--- config.mk ---
export PLATFORM = sky130hd
export DESIGN_NAME = vga_timing_gen
export DESIGN_NICKNAME = d
export VERILOG_FILES = /design/src/rtl/vga_timing_pkg.sv /design/src/rtl/vga_mod_counter.sv /design/src/rtl/vga_timing_gen.sv
export SDC_FILE = /design/constraint.sdc
export NUM_CORES = 1
export LEC_CHECK = 0
export CORE_MARGIN = 5
export CORE_UTILIZATION = 51
export CTS_CLUSTER_DIAMETER = 150
export CTS_CLUSTER_SIZE = 8
export DETAILED_ROUTE_END_ITERATION = 12
export PLACE_DENSITY = 0.91
export SLEW_MARGIN = 20
export SYNTH_ARGS = -nofsm -noshare
export SYNTH_HDL_FRONTEND = slang
export SYNTH_HIERARCHICAL = 1
export SYNTH_SLANG_ARGS = --single-unit
--- constraint.sdc ---
create_clock -name pclk -period 4.2 [get_ports pclk]
set_input_delay 0.84 -clock pclk [delete_from_list [all_inputs] [get_ports pclk]]
set_output_delay 0.84 -clock pclk [all_outputs]
set_load 0.01 [all_outputs]
--- src/rtl/vga_timing_pkg.sv ---
// Mode constants for the VGA path (800x600 @ 60 Hz, 40 MHz pixel clock).
// Shared by the timing generator and the drawing stages.
package vga_timing_pkg;

   localparam int MODE_H_VISIBLE = 800;
   localparam int MODE_H_FPORCH  = 40;
   localparam int MODE_H_SYNC    = 128;
   localparam int MODE_H_BPORCH  = 88;
   localparam int MODE_V_VISIBLE = 600;
   localparam int MODE_V_FPORCH  = 1;
   localparam int MODE_V_SYNC    = 4;
   localparam int MODE_V_BPORCH  = 23;
   localparam bit MODE_SYNC_POL  = 1'b1;
   localparam int MODE_CW        = 11;

   function automatic int axis_total(input int visible, input int fporch,
                                     input int sync, input int bporch);
      return visible + fporch + sync + bporch;
   endfunction

   localparam int MODE_H_TOTAL = axis_total(MODE_H_VISIBLE, MODE_H_FPORCH,
                                            MODE_H_SYNC, MODE_H_BPORCH);
   localparam int MODE_V_TOTAL = axis_total(MODE_V_VISIBLE, MODE_V_FPORCH,
                                            MODE_V_SYNC, MODE_V_BPORCH);

endpackage

--- src/rtl/vga_mod_counter.sv ---
// Generic modulo-N counter with enable. wrap flags the terminal count (N-1);
// count_nxt exposes the value the register takes on the next edge.
module vga_mod_counter
   import vga_timing_pkg::*;
#(
   parameter int N  = 16,
   parameter int CW = MODE_CW
) (
   input  logic          pclk,
   input  logic          rst_n,
   input  logic          ce,
   output logic [CW-1:0] count,
   output logic [CW-1:0] count_nxt,
   output logic          wrap
);

   assign wrap = (count == CW'(N - 1));

   always_comb begin
      count_nxt = count;
      if (ce) count_nxt = wrap ? '0 : count + CW'(1);
   end

   always_ff @(posedge pclk or negedge rst_n) begin
      if (!rst_n) count <= '0;
      else        count <= count_nxt;
   end

endmodule

--- src/rtl/vga_timing_gen.sv ---
// Raster timing generator: h/v counters, sync pulses, blanking flags and frame
// markers, all registered and aligned to the counts shown on the same cycle.
module vga_timing_gen
   import vga_timing_pkg::*;
#(
   parameter int H_VISIBLE = MODE_H_VISIBLE,
   parameter int H_FPORCH  = MODE_H_FPORCH,
   parameter int H_SYNC    = MODE_H_SYNC,
   parameter int H_BPORCH  = MODE_H_BPORCH,
   parameter int V_VISIBLE = MODE_V_VISIBLE,
   parameter int V_FPORCH  = MODE_V_FPORCH,
   parameter int V_SYNC    = MODE_V_SYNC,
   parameter int V_BPORCH  = MODE_V_BPORCH,
   parameter bit SYNC_POL  = MODE_SYNC_POL,
   parameter int CW        = MODE_CW
) (
   input  logic          pclk,
   input  logic          rst_n,
   input  logic          ce,
   output logic [CW-1:0] hcount,
   output logic [CW-1:0] vcount,
   output logic          hsync,
   output logic          vsync,
   output logic          hblnk,
   output logic          vblnk,
   output logic          frame_start,
   output logic [15:0]   frame_cnt
);

   localparam int H_TOTAL  = axis_total(H_VISIBLE, H_FPORCH, H_SYNC, H_BPORCH);
   localparam int V_TOTAL  = axis_total(V_VISIBLE, V_FPORCH, V_SYNC, V_BPORCH);
   localparam int HS_START = H_VISIBLE + H_FPORCH;
   localparam int HS_END   = HS_START + H_SYNC;
   localparam int VS_START = V_VISIBLE + V_FPORCH;
   localparam int VS_END   = VS_START + V_SYNC;

   logic [CW-1:0] h_nxt, v_nxt;
   logic          h_wrap, v_wrap, v_ce, frame_wrap;
   logic          hs_act, vs_act;

   assign v_ce       = ce & h_wrap;
   assign frame_wrap = v_ce & v_wrap;

   vga_mod_counter #(.N(H_TOTAL), .CW(CW)) u_hcnt (
      .pclk      (pclk),
      .rst_n     (rst_n),
      .ce        (ce),
      .count     (hcount),
      .count_nxt (h_nxt),
      .wrap      (h_wrap)
   );

   vga_mod_counter #(.N(V_TOTAL), .CW(CW)) u_vcnt (
      .pclk      (pclk),
      .rst_n     (rst_n),
      .ce        (v_ce),
      .count     (vcount),
      .count_nxt (v_nxt),
      .wrap      (v_wrap)
   );

   // Decode from next-state counts so the registered flags line up with hcount/vcount.
   assign hs_act = (h_nxt >= CW'(HS_START)) && (h_nxt < CW'(HS_END));
   assign vs_act = (v_nxt >= CW'(VS_START)) && (v_nxt < CW'(VS_END));

   always_ff @(posedge pclk or negedge rst_n) begin
      if (!rst_n) begin
         hsync       <= !SYNC_POL;
         vsync       <= !SYNC_POL;
         hblnk       <= 1'b0;
         vblnk       <= 1'b0;
         frame_start <= 1'b0;
         frame_cnt   <= '0;
      end else if (ce) begin
         hsync       <= hs_act ? SYNC_POL : !SYNC_POL;
         vsync       <= vs_act ? SYNC_POL : !SYNC_POL;
         hblnk       <= (h_nxt >= CW'(H_VISIBLE));
         vblnk       <= (v_nxt >= CW'(V_VISIBLE));
         frame_start <= frame_wrap;
         if (frame_wrap) frame_cnt <= frame_cnt + 16'd1;
      end else begin
         frame_start <= 1'b0;
      end
   end

endmodule

After elaboration in Yosys (flattened, before gate mapping)
Index checks and enable logic that the tools add are counted.
{"block": "word_totals", "output_inout_bits": 43, "regBits": 43, "elab_cells": 31, "input_bits": 3}
{"block": "op_classes", "n_eq_ne": 2, "n_mux": 7, "add_sub_neg": 3, "n_lt_le_gt_ge": 6, "n_bitwise": 2, "n_reduce_logical": 3}
{"op": "$ge A11 B10 Y1 const B", "count": 4}
{"op": "$mux W11", "count": 4}
{"op": "$add A11 B1 Y11 const B", "count": 2}
{"op": "$lt A11 B10 Y1 const B", "count": 2}
{"op": "$add A16 B1 Y16 const B", "count": 1}
{"op": "$eq A11 B10 Y1 const B", "count": 1}
{"op": "$eq A11 B11 Y1 const B", "count": 1}
{"op": "$mux W1", "count": 3}
{"op": "$and A1 B1 Y1", "count": 2}
{"op": "$logic_and A1 B1 Y1", "count": 2}
{"op": "$reduce_and A2 Y1", "count": 1}

Logic depth before layout (Yosys ltp)
Gate-level depths: netlist of the first run.
{"block": "depth", "depth_word": 6, "ltp_mapped": 11, "depth_no_buf": 11}

Modules after synthesis
Netlist of the first run, hierarchy kept.
{"module": "vga_timing_gen", "cells_each": 90, "seq_area_each_um2": 525.5, "area_each_um2": 1009.7, "n_inst": 1}
{"module": "vga_mod_counter at u_vcnt", "cells_each": 59, "seq_area_each_um2": 275.3, "area_each_um2": 616.8, "n_inst": 1}
{"module": "vga_mod_counter at u_hcnt", "cells_each": 53, "seq_area_each_um2": 275.3, "area_each_um2": 581.8, "n_inst": 1}

Worst setup path before layout of the first run
Ideal clock, no wire load.
{"block": "synth_path", "path_type": "register -> register", "startpoint": "register u_hcnt.count[6]", "endpoint": "register vsync", "path_buffers": 0, "t_arrival_ns": 2.936, "stages_incl_launch_ff": 10, "period_less_slack_ns": 3.036, "required_ns": 4.099, "setup_slack_ns": 1.164, "setup_ns": 0.101, "cell_sequence": "dfrtp_1 > or4b_4 > nor4_4 > and2_2 > nand4_1 > or3_1 > a22oi_1 > nand2_1 > or4_1 > o32ai_1"}
{"block": "synth_between", "elab_chain_cells": 6, "elab_cells_between_ends": 7, "classes_between": "order compare (2); eq/ne (1); mux (2); bitwise (1); reduce/logical (1)"}
{"item": "start, declared", "line_no": "vga_mod_counter.sv:12", "rtl": "output logic [CW-1:0] count,"}
{"item": "start signal, assigned", "line_no": "vga_mod_counter.sv:26", "rtl": "else count <= count_nxt;"}
{"item": "$eq A11 B11 Y1 (*)", "line_no": "vga_mod_counter.sv:17", "rtl": "assign wrap = (count == CW'(N - 1));"}
{"item": "via h_wrap", "line_no": "vga_timing_gen.sv:38", "rtl": "logic h_wrap, v_wrap, v_ce, frame_wrap;"}
{"item": "$and A1 B1 Y1 (*)", "line_no": "vga_timing_gen.sv:41", "rtl": "assign v_ce = ce & h_wrap;"}
{"item": "via v_ce", "line_no": "vga_timing_gen.sv:38"}
{"item": "$mux W11 (*)", "line_no": "vga_mod_counter.sv:21", "rtl": "if (ce) count_nxt = wrap ? '0 : count + CW'(1);"}
{"item": "via v_nxt[6]", "line_no": "vga_timing_gen.sv:37", "rtl": "logic [CW-1:0] h_nxt, v_nxt;"}
{"item": "$ge A11 B10 Y1 or $lt A11 B10 Y1 (tied branches)", "line_no": "vga_timing_gen.sv:64", "rtl": "assign vs_act = (v_nxt >= CW'(VS_START)) && (v_nxt < CW'(VS_END));"}
{"item": "$logic_and A1 B1 Y1 (*)", "line_no": "vga_timing_gen.sv:64"}
{"item": "$mux W1 (*)", "line_no": "vga_timing_gen.sv:76", "rtl": "vsync <= vs_act ? SYNC_POL : !SYNC_POL;"}
{"item": "end signal, assigned", "line_no": "vga_timing_gen.sv:69", "rtl": "vsync <= !SYNC_POL;"}
{"item": "end signal, assigned", "line_no": "vga_timing_gen.sv:76"}
{"item": "end, declared", "line_no": "vga_timing_gen.sv:23", "rtl": "output logic vsync,"}
The timed path passes the listed nets; every way through them passes the cells marked *.
A chain may end at the register's enable or synchronous reset.

Final worst setup path of the first run
Same ends and word-level chain as after synthesis.

==> flow_summary.json, run 1 <==
{
  "coreArea_mm2": 0.004264,
  "die_w_um": 75.81,
  "skew_ns": 0.004580,
  "io_pins": 46,
  "max-clock-path-buffers": 2,
  "max_slew.worst_pin.slew_ns": 0.9360,
  "grt_pass1_vias": 1636,
  "crit_family": "simple AND/OR/NAND/NOR gates",
  "leakagePower_nw": 1.191,
  "wl_met2_um": 2351,
  "rsz0062_at_grt": "false",
  "routabilityCongestion": 0.8332,
  "synth_area_per_cell_um2": 10.93,
  "hold_ws_ns": 0.4999,
  "start_util": 0.5179,
  "hp-class": "flop to flop",
  "fin_tns_setup_ns": 0,
  "syn_nets": 208,
  "irDropWorstVdd_mv": 0.3677,
  "ctsResizeCount": 0,
  "synthArstFlopShare": 1.000,
  "synth-edff-count": 0,
  "ys.flop_type": "dfrtp_1",
  "clock_sinks": 43,
  "postCtsHoldBufs": 0,
  "ys_warn_count": 6,
  "syn_to_final_growth_pct": 26.52,
  "setup_viol": 0,
  "critPathBufInv": 0,
  "postCtsSetupBuffers": 0,
  "num-fill-cells": 337,
  "grt_remaining_overflow": 0,
  "rows": 24,
  "routed.top_layer": "met4",
  "fmax_mhz": 292.1,
  "insertion_delay_ns": 0.30,
  "worst_setup_path_start_kind": "flop",
  "relSlewSlack": 0.3760,
  "min_period_ns": 3.424,
  "status": "finished clean",
  "wl_per_cell_um": 15.23,
  "clkTransAtPathRegs_ns": 0.08,
  "multi_input_area_mm2": 0.001081,
  "cts_buffers": 5,
  "ys_seq_area_frac": 0.4873,
  "portBuffers": 45,
  "nets": 258,
  "syn-cell-area_mm2": 0.002208,
  "end_kind": "flop",
  "path_class": "flop to flop",
  "track_usage": 0.1786,
  "drv_slew": 0,
  "grt_max_degree": 44,
  "antennaDiodeCount": 0,
  "synth_seq_cells": 43,
  "final_antenna_net_count": 0,
  "crit_chain": "or4b_4 > nor4_4 > and2_2 > nand4_1 > nor4_1 > xor2_1 > nand3b_1 > or3_1 > o32ai_1",
  "via_per_inst": 5.551,
  "grt_antenna_before_repair": 0,
  "cp_slowest_cell": "or4b_4",
  "p_per_area_mw_per_mm2": 325.9,
  "fin_crit_sh": 0.8153,
  "cts_root_buf": "clkbuf_8",
  "dieArea_mm2": 0.005746,
  "wl_met1_um": 1983,
  "via_count": 1693,
  "h-tree-depth": 2,
  "drv_cap": 0,
  "dr.pass1.iters": 4,
  "synth_cells": 202,
  "drt-initial-drc-count": 130,
  "drive_gt1_frac": 0.1186,
  "critPathMaxFanout": 13,
  "drcViolationCount": 0,
  "critical_path.max_stage_delay_ns": 0.60,
  "routed-wl-met3_um": 251,
  "hold_violations": 0,
  "final-seq-area_mm2": 0.001076,
  "ys_types": 45,
  "post-dp-hpwl_um": 3434,
  "grt_pass1_wl_um": 7714,
  "cts_tree": "built",
  "critPathArrivalTime_ns": 3.62,
  "worstPathRequired_ns": 4.40,
  "drt-total-wl_um": 4644,
  "die_h_um": 75.81,
  "power_mw": 0.9104
}
[worst reg2reg max path, delay by kind of cell (launching register included)]
family / cells / cell delay, ns
simple gates: 7 / 2.49
flops: 1 / 0.44
compound gates: 1 / 0.24
xor+xnor: 1 / 0.16
[power by group]
part	switching, mW	internal [mW]	leakage (nW)	total (mW)
Sequential	0.0447	0.441	0.561	0.485
Combinational	0.0816	0.0794	0.590	0.161
Clock	0.149	0.116	0.0402	0.264
[logic make-up (layout without fill, tap and decap cells)]
group / Yosys count / in the layout / synth area share
xor gates and xnor gates: 28 / 28 / 0.1110
AOI/OAI and AO/OA: 22 / 22 / 0.06516
DFF: 43 / 43 / 0.4873
buffers and inverters: 11 / 62 / 0.02323
adders and majority gates: 3 / 3 / 0.01700
muxes: 5 / 5 / 0.02380
and+or+nand+nor: 90 / 90 / 0.2725
[path summary, 6_finish.rpt]
check | start | end | slack, ns | cells after the start
worst max-delay path | u_hcnt/count[6] | vsync | 0.78 | 9
worst min-delay path | frame_cnt[15] | frame_cnt[15] | 0.50 | 1
worst max register to register | u_hcnt/count[6] | vsync | 0.78 | 9
worst min register to register | frame_cnt[15] | frame_cnt[15] | 0.50 | 1
max in group asynchronous | rst_n | u_hcnt/count[4] | 2.94 | 1
min in group asynchronous | rst_n | frame_cnt[14] | 0.67 | 1
[through the flow]
step	cell area [µm²]	setup WS [ns]	instances	util
6_report	2794	0.7759	305	0.6552
5_1_grt	2794	0.5982	305	0.6552
4_1_cts	2794	0.8076	305	0.6552
3_5_place_dp	2705	0.8278	297	0.6344
3_3_place_gp	2705	0.9661	297	0.6344
2_1_floorplan	2208	1.164	202	-
[synthesized netlist by cell type (2+ instances only)]
library cell,instances,area share
a21oi_1,4,0.0091
and3_2,2,0.0068
xor2_1,12,0.048
nor4_4,3,0.029
nor3_1,4,0.0091
o31ai_1,4,0.014
inv_1,8,0.014
and3_1,3,0.0085
or4_1,2,0.0068
nand3b_1,3,0.010
nand2_1,19,0.032
nand3_4,2,0.016
dfrtp_1,43,0.49
nand2b_1,3,0.0085
buf_2,2,0.0045
or2_2,4,0.011
nor2_1,9,0.015
mux2i_1,3,0.014
nor4_1,2,0.0057
ha_1,3,0.017
or3_1,4,0.011
nand4_1,9,0.025
nand3_1,10,0.023
xnor2_1,16,0.063
mux2_2,2,0.010
o21ai_0,6,0.014
nand4b_1,2,0.0079
[cell type report]
| class | count | share of cell area |
|---|---|---|
| Clock buffer | 5 | 0.02463 |
| Clock inverter | 3 | 0.007165 |
| Inverter | 8 | 0.01075 |
| Multi-Input combinational cell | 148 | 0.3869 |
| Sequential cell | 43 | 0.3851 |
| Tap cell | 52 | 0.02329 |
| Timing Repair Buffer | 46 | 0.1621 |
[placed cells by master, fill, tap and decap left out, drive strengths merged, types with 2 or more instances in the layout]
cell type / count
ha: 3
or4b: 2
clkbuf: 5
xor2: 12
clkdlybuf4s50: 44
nand4b: 2
nand3b: 3
buf: 2
o21ai: 7
nand2b: 3
nor2: 9
inv: 8
nand3: 12
a21oi: 4
nand2: 19
o31ai: 4
clkinvlp: 2
xnor2: 16
or2: 4
mux2: 2
dfrtp: 43
nor4: 5
nor3: 6
nand4: 9
or4: 2
and3: 5
mux2i: 3
or3: 4
[layer usage]
metal	GRT usage	vias up
li1	-	827
met4	0.06602	0
met2	0.2823	40
met3	0.05277	8
met1	0.2316	818
met5	0	-
[sequential cells by signal, summed over array words and instances, names as in the netlist]
signal,cells
u_vcnt/count,11
u_hcnt/count,11
hsync,1
vsync,1
frame_start,1
vblnk,1
frame_cnt,16
hblnk,1
(Power assumes the default switching activity.)
==> inputs of run 2 (changes only) <==
--- a/config.mk
+++ b/config.mk
@@ -6,11 +6,11 @@
 export NUM_CORES = 1
 export LEC_CHECK = 0
 export CORE_MARGIN = 5
-export CORE_UTILIZATION = 51
+export CORE_UTILIZATION = 46
 export CTS_CLUSTER_DIAMETER = 150
 export CTS_CLUSTER_SIZE = 8
 export DETAILED_ROUTE_END_ITERATION = 12
-export PLACE_DENSITY = 0.91
+export PLACE_DENSITY = 0.87
 export SLEW_MARGIN = 20
 export SYNTH_ARGS = -nofsm -noshare
 export SYNTH_HDL_FRONTEND = slang
==> constraint.sdc (replaced) <==
create_clock -name pclk -period 3 [get_ports pclk]
set_input_delay 0.6 -clock pclk [delete_from_list [all_inputs] [get_ports pclk]]
set_output_delay 0.6 -clock pclk [all_outputs]
set_load 0.01 [all_outputs]
==> flow_summary.json, run 2 (synthesized netlist as in run 1, its figures left out) <==
{
  "rows": 25,
  "layout_common_cells": "clkdlybuf4s50_1, dfrtp_1, nand2_1, xnor2_1, xor2_1",
  "routabilityCongestion": 0.8549,
  "nets": 265,
  "leakagePower_nw": 1.242,
  "start_util": 0.4707,
  "via_per_inst": 5.548,
  "hold_violations": 0,
  "wl_per_cell_um": 15.46,
  "utilization": 0.6157,
  "placedInstanceArea_mm2": 0.002753,
  "clock_sinks": 43,
  "end_kind": "flop",
  "die_w_um": 79.29,
  "track_usage": 0.1674,
  "via_count": 1742,
  "cts_buffers": 5,
  "drv_cap": 0,
  "relSlewSlack": 0.5884,
  "drcViolationCount": 0,
  "grt_remaining_overflow": 0,
  "max-clock-path-buffers": 2,
  "h-tree-depth": 2,
  "coreArea_mm2": 0.004692,
  "path_class": "flop to flop",
  "drt-total-wl_um": 4855,
  "grt_max_degree": 44,
  "final_common_cell": "clkdlybuf4s50_1",
  "insertion_delay_ns": 0.29,
  "largestRegisters": "frame_cnt x16, u_hcnt/count x11, u_vcnt/count x11",
  "worstPathRequired_ns": 3.19,
  "dieArea_mm2": 0.006286,
  "cp_slowest_cell": "or4b_4",
  "hp-class": "input port to asynchronous set/reset pin",
  "cts_root_buf": "clkbuf_8",
  "crit_chain": "or4b_4 > nor4_4 > and2_4 > nand4_1 > or3_1 > a22oi_2 > nand2_1 > or4_4 > o32ai_2",
  "post-dp-hpwl_um": 3494,
  "syn_to_final_growth_pct": 30.82,
  "io_pins": 46,
  "critPathMaxFanout": 3,
  "worstRegToRegCells": 9,
  "largest-register": "frame_cnt",
  "setup_viol": 0,
  "crit_family": "simple AND/OR/NAND/NOR gates",
  "final_antenna_net_count": 0,
  "clkTransAtPathRegs_ns": 0.08,
  "finalInstanceArea_mm2": 0.002889,
  "worst_setup_path_start_kind": "flop",
  "irDropWorstVdd_mv": 0.3976,
  "fin_crit_sh": 0.9500,
  "grt_pass1_vias": 1700,
  "min_period_ns": 2.850,
  "fmax_mhz": 350.9,
  "drv_slew": 0,
  "critPathBufInv": 0,
  "path_depth": 9,
  "skew_ns": 0.006909,
  "die_h_um": 79.29,
  "largest_reg_flops": 16,
  "critPathArrivalTime_ns": 3.04,
  "portBuffers": 45,
  "max_slew.worst_pin.slew_ns": 0.6097,
  "fin_tns_setup_ns": 0,
  "dr.pass1.iters": 4,
  "grt_antenna_before_repair": 0,
  "drt-initial-drc-count": 96,
  "drive_gt1_frac": 0.1577,
  "critical_path.max_stage_delay_ns": 0.58,
  "p_per_area_mw_per_mm2": 453.4,
  "grt_pass1_wl_um": 8418,
  "cts_tree": "built",
  "antennaDiodeCount": 0,
  "status": "finished clean"
}
run 2: through the flow:
| stage | hold slack (ns) | worst slack (ns) | std cells | total power [mW] |
|---|---|---|---|---|
| 2_1_floorplan | 0.3044 | 0.03956 | 202 | 0.8020 |
| 3_3_place_gp | 0.4604 | 0.1958 | 305 | 0.9189 |
| 3_5_place_dp | 0.4789 | 0.06099 | 305 | 0.9252 |
| 4_1_cts | 0.4850 | 0.02142 | 313 | 1.324 |
| 5_1_grt | 0.3361 | -0.002498 | 314 | 1.384 |
| 6_report | 0.2917 | 0.1501 | 314 | 1.310 |
run 2: path summary, 6_finish.rpt:
check	from	end	slack, ns
min in group pclk	frame_cnt[15]	frame_cnt[15]	0.48
hold reg to reg	frame_cnt[15]	frame_cnt[15]	0.48
setup / recovery	u_hcnt/count[6]	vsync	0.15
hold / removal	rst_n	frame_cnt[13]	0.29
setup reg to reg	u_hcnt/count[6]	vsync	0.15
max in group asynchronous	rst_n	u_hcnt/count[7]	2.33
run 2: power breakdown:
group          internal [mW]  switching [mW]  total, mW
Clock                  0.210           0.183      0.393
Sequential             0.617          0.0609      0.678
Combinational          0.118           0.122      0.240
Total                  0.945           0.365       1.31
run 2: cell type report:
type / instances / area (µm²)
clock buffer: 8 / 100.1
inverter: 8 / 30.03
multi-input combinational: 148 / 1107
timing repair buffer: 53 / 508.0
tap: 54 / 67.56
fill: 398 / 1803
sequential: 43 / 1076
run 2: metal layers:
metal | wire (µm) | vias up | global-route usage
li1 | - | 836 | -
met1 | 2183 | 849 | 0.2332
met2 | 2391 | 55 | 0.2626
met3 | 246 | 2 | 0.03741
met4 | 33 | 0 | 0.04639
met5 | 0 | - | 0
run 2: timing repair:
| action | CTS | global route |
|---|---|---|
| hold buffers | 0 | 0 |
| setup endpoints to repair | 0 | 2 |
| buffers inserted | 0 | 1 |
| resized for setup | 0 | 7 |
